<file path="src/rtl/load_store_unit_pkg.sv">
// Shared definitions for the load/store unit: size codes, FSM states, lane helpers.
// Latency: n/a (types and pure functions only).
// Backpressure: n/a.
package load_store_unit_pkg;

  // Access size codes as presented on the size input
  localparam logic [1:0] SZ_BYTE = 2'b00;
  localparam logic [1:0] SZ_HALF = 2'b01;
  localparam logic [1:0] SZ_WORD = 2'b10;
  localparam logic [1:0] SZ_ILL  = 2'b11;

  // Byte lane 0 carries bits 7:0 of the memory word
  localparam bit LITTLE_ENDIAN = 1'b1;

  typedef enum logic [1:0] {
    ST_IDLE = 2'd0,
    ST_REQ  = 2'd1,
    ST_RESP = 2'd2
  } lsu_state_e;

  // A request that cannot be served as a single aligned word access
  function automatic logic is_misaligned(input logic [1:0] size, input logic [1:0] off);
    case (size)
      SZ_BYTE: return 1'b0;
      SZ_HALF: return off[0];
      SZ_WORD: return (off != 2'b00);
      default: return 1'b1;
    endcase
  endfunction

  // Byte enables for the addressed field within the aligned word
  function automatic logic [3:0] byte_enables(input logic [1:0] size, input logic [1:0] off);
    case (size)
      SZ_BYTE: return 4'b0001 << off;
      SZ_HALF: return off[1] ? 4'b1100 : 4'b0011;
      SZ_WORD: return 4'b1111;
      default: return 4'b0000;
    endcase
  endfunction

  // Replicate the narrow store field into every lane it could land in
  function automatic logic [31:0] lane_replicate(input logic [1:0] size, input logic [31:0] data);
    case (size)
      SZ_BYTE: return {4{data[7:0]}};
      SZ_HALF: return {2{data[15:0]}};
      default: return data;
    endcase
  endfunction

endpackage

</file>
<file path="src/rtl/load_store_unit_extract.sv">
// Selects the addressed byte/halfword of a memory word and extends it to 32 bits.
// Latency: purely combinational.
// Backpressure: none.
module load_extract
  import load_store_unit_pkg::*;
(
  input  logic [31:0] mem_rdata_i,
  input  logic [1:0]  lane_i,
  input  logic [1:0]  size_i,
  input  logic        is_unsigned_i,
  output logic [31:0] ext_o
);

  logic [7:0]  byte_sel;
  logic [15:0] half_sel;
  logic        fill;

  // Lane select followed by sign/zero fill of the upper bits
  always_comb begin
    byte_sel = 8'h00;
    half_sel = lane_i[1] ? mem_rdata_i[31:16] : mem_rdata_i[15:0];
    fill     = 1'b0;
    ext_o    = mem_rdata_i;
    case (lane_i)
      2'd0:    byte_sel = mem_rdata_i[7:0];
      2'd1:    byte_sel = mem_rdata_i[15:8];
      2'd2:    byte_sel = mem_rdata_i[23:16];
      default: byte_sel = mem_rdata_i[31:24];
    endcase
    case (size_i)
      SZ_BYTE: begin
        fill  = ~is_unsigned_i & byte_sel[7];
        ext_o = {{24{fill}}, byte_sel};
      end
      SZ_HALF: begin
        fill  = ~is_unsigned_i & half_sel[15];
        ext_o = {{16{fill}}, half_sel};
      end
      default: ext_o = mem_rdata_i;
    endcase
  end

endmodule

</file>
<file path="src/rtl/load_store_unit.sv">
// Data-memory access unit: narrows stores into byte lanes, extends loads, req/ack to memory.
// Latency: accept T0, mem_req from T1, ack at T1+k, done at T2+k; misaligned done at T1.
// Backpressure: start is only sampled when idle; mem_req held until mem_ack or timeout.
module load_store_unit
  import load_store_unit_pkg::*;
#(
  parameter int TIMEOUT = 255,
  parameter int ADDR_W  = 32
) (
  input  logic              clk,
  input  logic              rst_n,
  input  logic              start,
  input  logic              is_store,
  input  logic [1:0]        size,
  input  logic              is_unsigned,
  input  logic [ADDR_W-1:0] addr,
  input  logic [31:0]       wdata,
  output logic              busy,
  output logic              done,
  output logic [31:0]       rdata,
  output logic              misaligned,
  output logic              timeout_err,
  output logic              mem_req,
  output logic              mem_we,
  output logic [ADDR_W-1:0] mem_addr,
  output logic [3:0]        mem_be,
  output logic [31:0]       mem_wdata,
  input  logic              mem_ack,
  input  logic [31:0]       mem_rdata
);

  // Wait counter only needs to reach TIMEOUT-1; the abort fires on that cycle
  localparam int CNT_W = (TIMEOUT < 2) ? 1 : $clog2(TIMEOUT + 1);
  localparam logic [CNT_W-1:0] CNT_LAST = (TIMEOUT == 0) ? '0 : CNT_W'(TIMEOUT - 1);

  lsu_state_e        state_q, state_d;
  logic              store_q, store_d;
  logic [1:0]        size_q, size_d;
  logic              uns_q, uns_d;
  logic [1:0]        lane_q, lane_d;
  logic [ADDR_W-1:0] addr_q, addr_d;
  logic [3:0]        be_q, be_d;
  logic [31:0]       wdata_q, wdata_d;
  logic [CNT_W-1:0]  cnt_q, cnt_d;
  logic [31:0]       rdata_q, rdata_d;
  logic              mis_q, mis_d;
  logic              tmo_q, tmo_d;
  logic [31:0]       load_val;

  load_extract u_extract (
    .mem_rdata_i   (mem_rdata),
    .lane_i        (lane_q),
    .size_i        (size_q),
    .is_unsigned_i (uns_q),
    .ext_o         (load_val)
  );

  assign rdata       = rdata_q;
  assign misaligned  = mis_q;
  assign timeout_err = tmo_q;
  assign mem_addr    = addr_q;
  assign mem_be      = be_q;
  assign mem_wdata   = wdata_q;

  // Next-state logic and state-decoded outputs
  always_comb begin
    state_d = state_q;
    store_d = store_q;
    size_d  = size_q;
    uns_d   = uns_q;
    lane_d  = lane_q;
    addr_d  = addr_q;
    be_d    = be_q;
    wdata_d = wdata_q;
    cnt_d   = cnt_q;
    rdata_d = rdata_q;
    mis_d   = mis_q;
    tmo_d   = tmo_q;
    busy    = (state_q != ST_IDLE);
    done    = (state_q == ST_RESP);
    mem_req = (state_q == ST_REQ);
    mem_we  = (state_q == ST_REQ) & store_q;
    case (state_q)
      ST_IDLE: begin
        if (start) begin
          store_d = is_store;
          size_d  = size;
          uns_d   = is_unsigned;
          lane_d  = addr[1:0];
          addr_d  = {addr[ADDR_W-1:2], 2'b00};
          be_d    = byte_enables(size, addr[1:0]);
          wdata_d = lane_replicate(size, wdata);
          cnt_d   = '0;
          tmo_d   = 1'b0;
          mis_d   = is_misaligned(size, addr[1:0]);
          state_d = is_misaligned(size, addr[1:0]) ? ST_RESP : ST_REQ;
        end
      end
      ST_REQ: begin
        if (mem_ack) begin
          // Ack beats a simultaneous timeout
          if (!store_q) rdata_d = load_val;
          state_d = ST_RESP;
        end else if ((TIMEOUT != 0) && (cnt_q == CNT_LAST)) begin
          tmo_d   = 1'b1;
          state_d = ST_RESP;
        end else begin
          cnt_d = cnt_q + CNT_W'(1);
        end
      end
      ST_RESP: state_d = ST_IDLE;
      default: state_d = ST_IDLE;
    endcase
  end

  // State and request registers; reset abandons any transfer in flight
  always_ff @(posedge clk or negedge rst_n) begin
    if (!rst_n) begin
      state_q <= ST_IDLE;
      store_q <= 1'b0;
      size_q  <= SZ_BYTE;
      uns_q   <= 1'b0;
      lane_q  <= 2'b00;
      addr_q  <= '0;
      be_q    <= 4'b0000;
      wdata_q <= 32'h0;
      cnt_q   <= '0;
      rdata_q <= 32'h0;
      mis_q   <= 1'b0;
      tmo_q   <= 1'b0;
    end else begin
      state_q <= state_d;
      store_q <= store_d;
      size_q  <= size_d;
      uns_q   <= uns_d;
      lane_q  <= lane_d;
      addr_q  <= addr_d;
      be_q    <= be_d;
      wdata_q <= wdata_d;
      cnt_q   <= cnt_d;
      rdata_q <= rdata_d;
      mis_q   <= mis_d;
      tmo_q   <= tmo_d;
    end
  end

endmodule

</file>
<file path="config.mk">
export PLATFORM = sky130hd
export DESIGN_NAME = load_store_unit
export DESIGN_NICKNAME = d
export VERILOG_FILES = /design/src/rtl/load_store_unit_pkg.sv /design/src/rtl/load_store_unit_extract.sv /design/src/rtl/load_store_unit.sv
export SDC_FILE = /design/constraint.sdc
export NUM_CORES = 1
export LEC_CHECK = 0
export ABC_AREA = 0
export BUFFER_PORTS_ARGS = -buffer_cell sky130_fd_sc_hd__buf_2
export CAP_MARGIN = 30
export CORE_MARGIN = 2
export CORE_UTILIZATION = 35
export DETAILED_ROUTE_END_ITERATION = 10
export GPL_ROUTABILITY_DRIVEN = 0
export PLACE_DENSITY_LB_ADDON = 0.15
export SETUP_SLACK_MARGIN = 0.1
export SLEW_MARGIN = 20
export SYNTH_ARGS = -nofsm -noshare
export SYNTH_HDL_FRONTEND = slang
export SYNTH_SLANG_ARGS = --single-unit
</file>
<file path="constraint.sdc">
create_clock -name clk -period 2.3 [get_ports clk]
set_input_delay 0.345 -clock clk [delete_from_list [all_inputs] [get_ports clk]]
set_output_delay 0.345 -clock clk [all_outputs]
set_load 0.02 [all_outputs]
</file>
==> flow_summary.ini, run 1 <==
[global_route]
grt_pass1_wl_um = 25300
grt_max_degree = 70
antenna_found_initial = 1
grt_pass1_vias = 5009
grt-ovfl-total = 0
gr-usage-all-layers_pct = 19.3

[flow_run]
drv_cap = 0

[pwr]
finalPower_mw = 9.70
power_density_mw_per_mm2 = 1330
peakVddDrop_v = 0.000599
cellLeakagePower_nw = 3.76

[worst_setup_path]
r2r_setup_slack_ns = 0.51
r2r.worst_path.cells = 4
crit_start = lane_q[1]
path_class = reg2reg
rr_endpoint = rdata[31]
worstSetupStartpointType = register
crit_required_ns = 2.57
worstSetupEndpointType = register
reg2reg_from = lane_q[1]
cp_max_fo = 16
cp.arrival_ns = 2.07

[sta]
worstMarginPinSlew_ns = 0.635
tns_ns = 0
final-setup-viol-count = 0
report.final.hold_viol_count = 0
skew_ns = 0.00660
maxSlewViolCount = 0
finalCritPeriodShare_pct = 78.0
slew_headroom_pct = 57.6
rsz0062_at_grt = false
fmax_ghz = 0.558
period_minus_slack_ns = 1.79

[clock_tree]
cts_tree = yes
ctsResizeCount = 0
cts_hold_buffers = 1
root_buffer = clkbuf_16
cts_buffers = 17
cts_max_level = 4
clock-sinks = 116
clk_pin_slew_worst_paths_ns = 0.06
clk_latency_ns = 0.41
post_cts_buffers = 0
clockBufferDepth = 2

[synth]
avgSynthCellArea_sq_um = 9.05
synth_area_leader_cell = dfrtp_1
synth_cell_types = 44
yosys.area_share.simple_pct = 19.4
synthAdderAreaFrac_pct = 0.457
synthCells = 606
synth-compound-area-share_pct = 17.1
synth_warnings = 0
ys_seq_elements = 116
synth_edf_count = 0
synth_top_family_by_area = simple AND/OR/NAND/NOR gates
synth_mux_area_share_pct = 5.89
seq_area_frac_synth_pct = 53.0
synthArstFlopShare_pct = 100
synth_area_leaders = dfrtp_1, nand2_1, mux2i_1
synthXorXnorAreaFrac_pct = 0
synth_ff_type = dfrtp_1
synthesis.area_sq_mm = 0.00548
yosysTopAreaCellShare_pct = 53.0

[detailed_routing]
wl_um = 16100
first_iter_violations = 257
drt-pass1-iter-count = 4
viasPerCell = 4.95
drc = 0
ant_nets = 0
vias = 5084
wire_per_inst_um = 15.6

[floorplan]
core_sq_mm = 0.0153
dieArea_sq_mm = 0.0167
start_util_pct = 35.9
fp-row-count = 45
die_width_um = 129
ios = 210
die_h_um = 129

[final_layout]
finish.utilization_pct = 47.9
area_growth_pct = 33.3
fill_cells = 1531
layout-drive-gt1-share_pct = 31.5
fin_nets = 909
instances_no_fill = 1027

[min_path]
worst_hold_path.endpoint = mem_addr[11]
min_path_type = in2reg
hold_path_depth = 3
hold_start = addr[11]

[place]
dp_hpwl_um = 11500
placed_cells_incl_taps = 994
io_buffers = 207

[run_status]
status = finished clean
-- metal layers --
layer | track usage (%) | routed length (um) | vias to the layer above
met5 | 0 | 0 | -
met4 | 6.91 | 258 | 0
met3 | 6.44 | 1460 | 23
met2 | 31.3 | 7560 | 209
met1 | 24.2 | 6790 | 2391
li1 | - | - | 2461
-- registers in the layout, summed over array words and instances, names as in the netlist --
signal       flops
rdata           32
mem_addr        30
lane_q           2
mem_wdata       32
cnt_q            8
state_q          2
misaligned       1
size_q           2
uns_q            1
timeout_err      1
mem_be           4
store_q          1
-- cell type report --
type                       count  area [sq um]  area share, %
antenna                        1          2.50         0.0342
timing repair buffer         221          1180           16.2
multi-input combinational    439          2370           32.4
clock inverter                10           109           1.49
clock buffer                  21           450           6.16
inverter                       8          30.0          0.411
sequential                   116          2900           39.7
tap                          211           264           3.61
-- where the power goes --
part	switching [mW]	total, mW	internal, mW
clock network	0.932	2.54	1.61
registers	0.568	3.44	2.87
logic	2.42	3.72	1.30
total	3.92	9.70	5.78
-- critical path, cell delays in order, from the launching register on --
cell     delay [ns]
dfrtp_1        0.37
mux4_2         0.51
or2_4          0.25
a21oi_4        0.36
o21ai_0        0.16
-- cells in the final DEF (no fill, tap or decap), types with 4 or more instances in the layout --
| master | instances |
|---|---|
| buf_2 | 206 |
| inv_1 | 8 |
| nand3_1 | 4 |
| o21ai_0 | 51 |
| o41ai_1 | 7 |
| o211ai_1 | 16 |
| a21o_1 | 7 |
| mux2i_1 | 30 |
| a22oi_1 | 8 |
| nor3_1 | 5 |
| clkbuf_16 | 17 |
| nor2_1 | 34 |
| dfrtp_1 | 116 |
| a211oi_1 | 14 |
| clkinv_2 | 5 |
| buf_4 | 11 |
| a21oi_1 | 39 |
| and2b_1 | 4 |
| nand2_1 | 180 |
| nor2b_1 | 6 |
-- synthesized netlist by cell type (5+ instances only) --
master / instances
mux2i_1: 30
dfrtp_1: 116
nand2_1: 181
a21o_1: 7
o211ai_1: 16
a21oi_1: 39
nor2b_1: 6
inv_1: 8
o41ai_1: 7
clkbuf_1: 31
o21ai_0: 51
nor2_1: 34
a211oi_1: 14
a22oi_1: 8
buf_2: 6
nor3_1: 5
-- per-stage QoR --
step	setup WS [ns]	area [sq um]	hold WS (ns)
3_3_place_gp	0.413	6740	0.381
2_1_floorplan	0.591	5490	0.0494
6_report	0.507	7310	0.123
5_1_grt	0.394	7310	0.126
3_5_place_dp	0.377	6740	0.387
4_1_cts	0.481	7310	0.107
-- worst max-delay path by stage --
stage	endpoint	slack (ns)
2_1_floorplan	rdata[16]	0.59
3_3_place_gp	rdata[22]	0.41
3_5_place_dp	rdata[16]	0.38
4_1_cts	rdata[28]	0.48
5_1_grt	rdata[31]	0.39
6_report	rdata[31]	0.51
-- cells by family after synthesis --
logic type / after synthesis
fa+ha+maj: 2
mux: 31
buf+inv: 52
flops: 116
compound gates: 151
simple gates: 253
other cells: 1
Note: power is estimated with default switching activity, not from simulation.
==> run 2, diff against run 1 <==
==> constraint.sdc (replaced) <==
create_clock -name clk -period 1.86 [get_ports clk]
set_input_delay 0.279 -clock clk [delete_from_list [all_inputs] [get_ports clk]]
set_output_delay 0.279 -clock clk [all_outputs]
set_load 0.02 [all_outputs]
==> run 2 against run 1 <==
- register-to-register slack worse by 0.34 ns
- clock-buffer cell count up 5
- wire length up 0.69%
- fmax up 5.7%
- setup slack worse by 0.34 ns
- sequential share of layout area down 0.48 points
- critical endpoint is now rdata[19]
- sequential power up 22%
- combinational power up 27%
- hold slack worse by 0.068 ns
- critical path type unchanged
==> flow_summary.ini, run 2 (same netlist as run 1, synthesis figures left out) <==
[place]
place_area_sq_mm = 0.00682
io_buffers = 207
dp_hpwl_um = 11600

[pwr]
finalPower_mw = 12.0
power_density_mw_per_mm2 = 1630
peakVddDrop_v = 0.000742
cellLeakagePower_nw = 3.82

[sta]
worstMarginPinSlew_ns = 0.638
fmax_ghz = 0.590
finalHoldWorstSlack_ns = 0.0556
skew_ns = 0.00724
rsz0062_at_grt = false
slew_headroom_pct = 57.5
tns_ns = 0
period_minus_slack_ns = 1.70
final-setup-viol-count = 0
report.final.hold_viol_count = 0
finalCritPeriodShare_pct = 91.2
maxSlewViolCount = 0

[floorplan]
core_sq_mm = 0.0153
die_h_um = 129
start_util_pct = 35.9
die_width_um = 129
ios = 210
fp-row-count = 45
dieArea_sq_mm = 0.0167

[worst_setup_path]
crit_required_ns = 2.14
path_class = reg2reg
worstSetupStartpointType = register
rr_endpoint = rdata[19]
worstSetupEndpointType = register
r2r.worst_path.cells = 5
cp.arrival_ns = 1.97
cp_max_fo = 16
r2r_setup_slack_ns = 0.16
reg2reg_from = lane_q[1]

[final_layout]
area_growth_pct = 35.0
final_area_sq_mm = 0.00740
mostFrequentLayoutCells = buf_2, nand2_1, dfrtp_1, o21ai_0, a21oi_1
layout-drive-gt1-share_pct = 32.2
finish.utilization_pct = 48.5
diodes = 0
final_common_cell = buf_2
fin_nets = 918

[clock_tree]
clockBufferDepth = 2
clk_pin_slew_worst_paths_ns = 0.05
cts_tree = yes
post_cts_buffers = 0
root_buffer = clkbuf_16
clk_latency_ns = 0.41
cts_buffers = 17
clock-sinks = 116
cts_max_level = 4

[run_status]
status = finished clean

[detailed_routing]
wl_um = 16200
viasPerCell = 4.98
vias = 5145
drt-pass1-iter-count = 5
first_iter_violations = 244
wire_per_inst_um = 15.6
ant_nets = 0
drc = 0

[global_route]
antenna_found_initial = 1
grt_max_degree = 70
grt_pass1_wl_um = 25800
grt_pass1_vias = 5103
grt-ovfl-total = 0
gr-usage-all-layers_pct = 19.8

[min_path]
hold_start = addr[15]
min_path_type = in2reg
hold_path_depth = 3
worst_hold_path.endpoint = mem_addr[15]

[flow_run]
drv_cap = 0
[run 2: power by group]
part | internal (mW) | total, mW | switching (mW) | leakage (nW)
registers | 3.55 | 4.21 | 0.663 | 1.41
clock network | 2.03 | 3.11 | 1.09 | 0.282
logic | 1.66 | 4.72 | 3.06 | 2.12
[run 2: how the worst max path moves through the flow]
stage                              from        end  slack [ns]  cells past startpoint
after global routing          lane_q[1]  rdata[21]        0.10                      5
after detailed placement  mem_rdata[31]  rdata[21]        0.15                      6
after CTS                    state_q[1]  rdata[21]        0.13                      6
final                         lane_q[1]  rdata[19]        0.16                      5
after floorplan               lane_q[1]  rdata[16]        0.15                      6
after global placement    mem_rdata[31]  rdata[23]        0.20                      6
[run 2: worst max-delay path, stage by stage, from the launching register on]
cell and delay, ns:
dfrtp_1 0.36, mux4_2 0.53, or2_4 0.26, a21oi_4 0.17, buf_12 0.15, o21ai_0 0.10
[run 2: layout make-up]
| type | instances | area (sq um) |
|---|---|---|
| Clock buffer | 26 | 519 |
| Multi-Input combinational cell | 439 | 2370 |
| Inverter | 8 | 30.0 |
| Fill cell | 1519 | 7860 |
| Clock inverter | 4 | 45.0 |
| Timing Repair Buffer | 230 | 1270 |
| Tap cell | 211 | 264 |
| Sequential cell | 116 | 2900 |
[run 2: metal layers]
layer / GRT usage (%) / routed length [um] / vias to the layer above
met5: 0 / 0 / -
met3: 6.48 / 1320 / 22
met2: 31.4 / 7600 / 184
met1: 25.3 / 6970 / 2463
met4: 7.67 / 278 / 0
li1: - / - / 2476
[run 2: metrics by stage]
step	std cells	setup slack [ns]
after global routing	1034	0.100
after detailed placement	1003	0.150
after global placement	1003	0.196
after floorplan	607	0.151
final	1034	0.164
after CTS	1034	0.130
[run 2: repair_timing]
action                                  CTS  global route
endpoints found under the setup margin    0            10
hold buffers                              1             0
resized for setup                         0             2
endpoints found under the hold margin    29             0
==> run 3, diff against run 2 <==
--- a/config.mk
+++ b/config.mk
@@ -8,6 +8,8 @@
 export ABC_AREA = 0
 export BUFFER_PORTS_ARGS = -buffer_cell sky130_fd_sc_hd__buf_2
 export CAP_MARGIN = 30
+export CELL_PAD_IN_SITES_DETAIL_PLACEMENT = 0
+export CELL_PAD_IN_SITES_GLOBAL_PLACEMENT = 1
 export CORE_MARGIN = 2
 export CORE_UTILIZATION = 35
 export DETAILED_ROUTE_END_ITERATION = 10
==> run 3 against run 2 <==
- sequential power about the same
- setup slack better by 0.016 ns
- hold slack lost 0.010 ns
- critical path depth unchanged
- power is 2.2% higher
- register-to-register slack improved by 0.02 ns
- clock skew increased by 0.0022 ns
- combinational power is 1% lower
- clock-buffer cell count decreased by 5
- final cell count hardly changed
- fmax up 0.94%
==> flow_summary.ini, run 3 (same netlist as run 1, synthesis figures left out) <==
[pwr]
peakVddDrop_v = 0.000660
power_density_mw_per_mm2 = 1650
power.switching_mw = 4.85
switching_share_pct = 39.4
combPwrFrac_pct = 37.9
pwr-share-seq_pct = 34.2
internal_power_mw = 7.46
clockPowerShare_pct = 27.9
cellLeakagePower_nw = 3.83

[detailed_routing]
first_iter_violations = 216
vias = 5027
drc = 0
ant_nets = 0
viasPerCell = 4.86
drt-pass1-iter-count = 4
wl_um = 15800
wire_per_inst_um = 15.2

[clock_tree]
cts_max_level = 4
clk_pin_slew_worst_paths_ns = 0.06
clock-sinks = 116
cts_buffers = 17
cts_tree = yes
clk_latency_ns = 0.42
root_buffer = clkbuf_16
clockBufferDepth = 2

[worst_setup_path]
worstSetupStartpointType = register
crit_chain = mux4_2 -> or2_4 -> a21oi_4 -> buf_12 -> o21ai_0
cp_max_fo = 12
critical-path-slowest-cell = mux4_2
worstSetupEndpointType = register
timing.critical_path.slowest_cell_delay_ns = 0.52
r2r_setup_slack_ns = 0.18
rr_endpoint = rdata[30]
reg2reg_from = lane_q[1]
cp.arrival_ns = 1.97
r2r.worst_path.cells = 5
path_class = reg2reg
crit_required_ns = 2.15

[final_layout]
instances_no_fill = 1035
final_common_cell = buf_2
finish.utilization_pct = 48.9
fin_nets = 915
final_area_sq_mm = 0.00746
mostFrequentLayoutCells = buf_2, nand2_1, dfrtp_1, o21ai_0, a21oi_1
area_growth_pct = 36.0
layout-drive-gt1-share_pct = 32.6

[global_route]
grt_pass1_vias = 4812
antenna_found_initial = 1
grt_max_degree = 117
grt_pass1_wl_um = 25000
gr-usage-all-layers_pct = 19.4
grt-ovfl-total = 0

[sta]
maxSlewViolCount = 0
skew_ns = 0.00948
rsz0062_at_grt = true
finalCritPeriodShare_pct = 90.4
final-setup-viol-count = 0
report.final.hold_viol_count = 0
worstMarginPinSlew_ns = 0.638
finalHoldWorstSlack_ns = 0.0452
slew_headroom_pct = 57.5
fmax_ghz = 0.595
tns_ns = 0
period_minus_slack_ns = 1.68

[run_status]
status = finished clean

[place]
io_buffers = 207
placed_cells_incl_taps = 998
place_area_sq_mm = 0.00678
dp_hpwl_um = 11100

[floorplan]
ios = 210
start_util_pct = 35.9
dieArea_sq_mm = 0.0167
die_h_um = 129
fp-row-count = 45
core_sq_mm = 0.0153
die_width_um = 129

[flow_run]
drv_cap = 0

[min_path]
hold_path_depth = 3
worst_hold_path.endpoint = mem_addr[9]
hold_start = addr[9]
min_path_type = in2reg
==> run 3: worst max path at each step <==
stage | startpoint | to | cells after the start
detailed placement | mem_rdata[31] | rdata[28] | 5
finish | lane_q[1] | rdata[30] | 5
CTS | state_q[0] | busy | 3
global route | state_q[1] | rdata[28] | 6
floorplan | lane_q[1] | rdata[16] | 6
global placement | mem_rdata[31] | rdata[21] | 5
==> run 3: power by group through the flow <==
stage | Combinational, mW | Sequential (mW) | Clock (mW)
3_5_place_dp | 4.71 | 4.24 | 0
4_1_cts | 4.73 | 4.22 | 3.52
3_3_place_gp | 4.66 | 4.20 | 0
2_1_floorplan | 1.82 | 5.31 | 0
5_1_grt | 5.15 | 4.37 | 3.64
6_report | 4.66 | 4.21 | 3.43
==> run 3: routing by layer <==
layer	vias to the layer above	global-route usage (%)	routed length, um
li1	2480	-	-
met1	2356	24.3	6830
met2	176	31.5	7360
met3	15	6.98	1390
met4	0	5.95	180
met5	-	0	0
==> run 3: worst max-delay path: cells and delay by family (launching register included) <==
family / cells / cell delay (ns)
multiplexers: 1 / 0.52
flip-flops: 1 / 0.37
AO/OA/AOI/OAI: 2 / 0.26
AND/OR/NAND/NOR: 1 / 0.25
buffers and inverters: 1 / 0.14
==> run 3: stage by stage <==
step	power (mW)	setup slack, ns
floorplan	7.13	0.151
global placement	8.85	0.0360
detailed placement	8.95	-0.00159
CTS	12.5	0.180
global route	13.2	0.0919
finish	12.3	0.179
==> run 3: layout make-up <==
class	count	area (sq um)
tap	211	264
sequential	116	2900
antenna	2	5.00
clock buffer	21	480
clock inverter	11	149
fill	1544	7800
inverter	8	30.0
multi-input combinational	439	2370
timing repair buffer	227	1260
==> run 3: timing repair <==
| item | CTS | global route |
|---|---|---|
| endpoints found under the hold margin | 55 | 0 |
| resized for setup | 0 | 2 |
| pin swaps | 1 | 0 |
| setup endpoints to repair | 16 | 4 |
| hold buffers | 1 | 0 |
| buffers inserted | 2 | 0 |
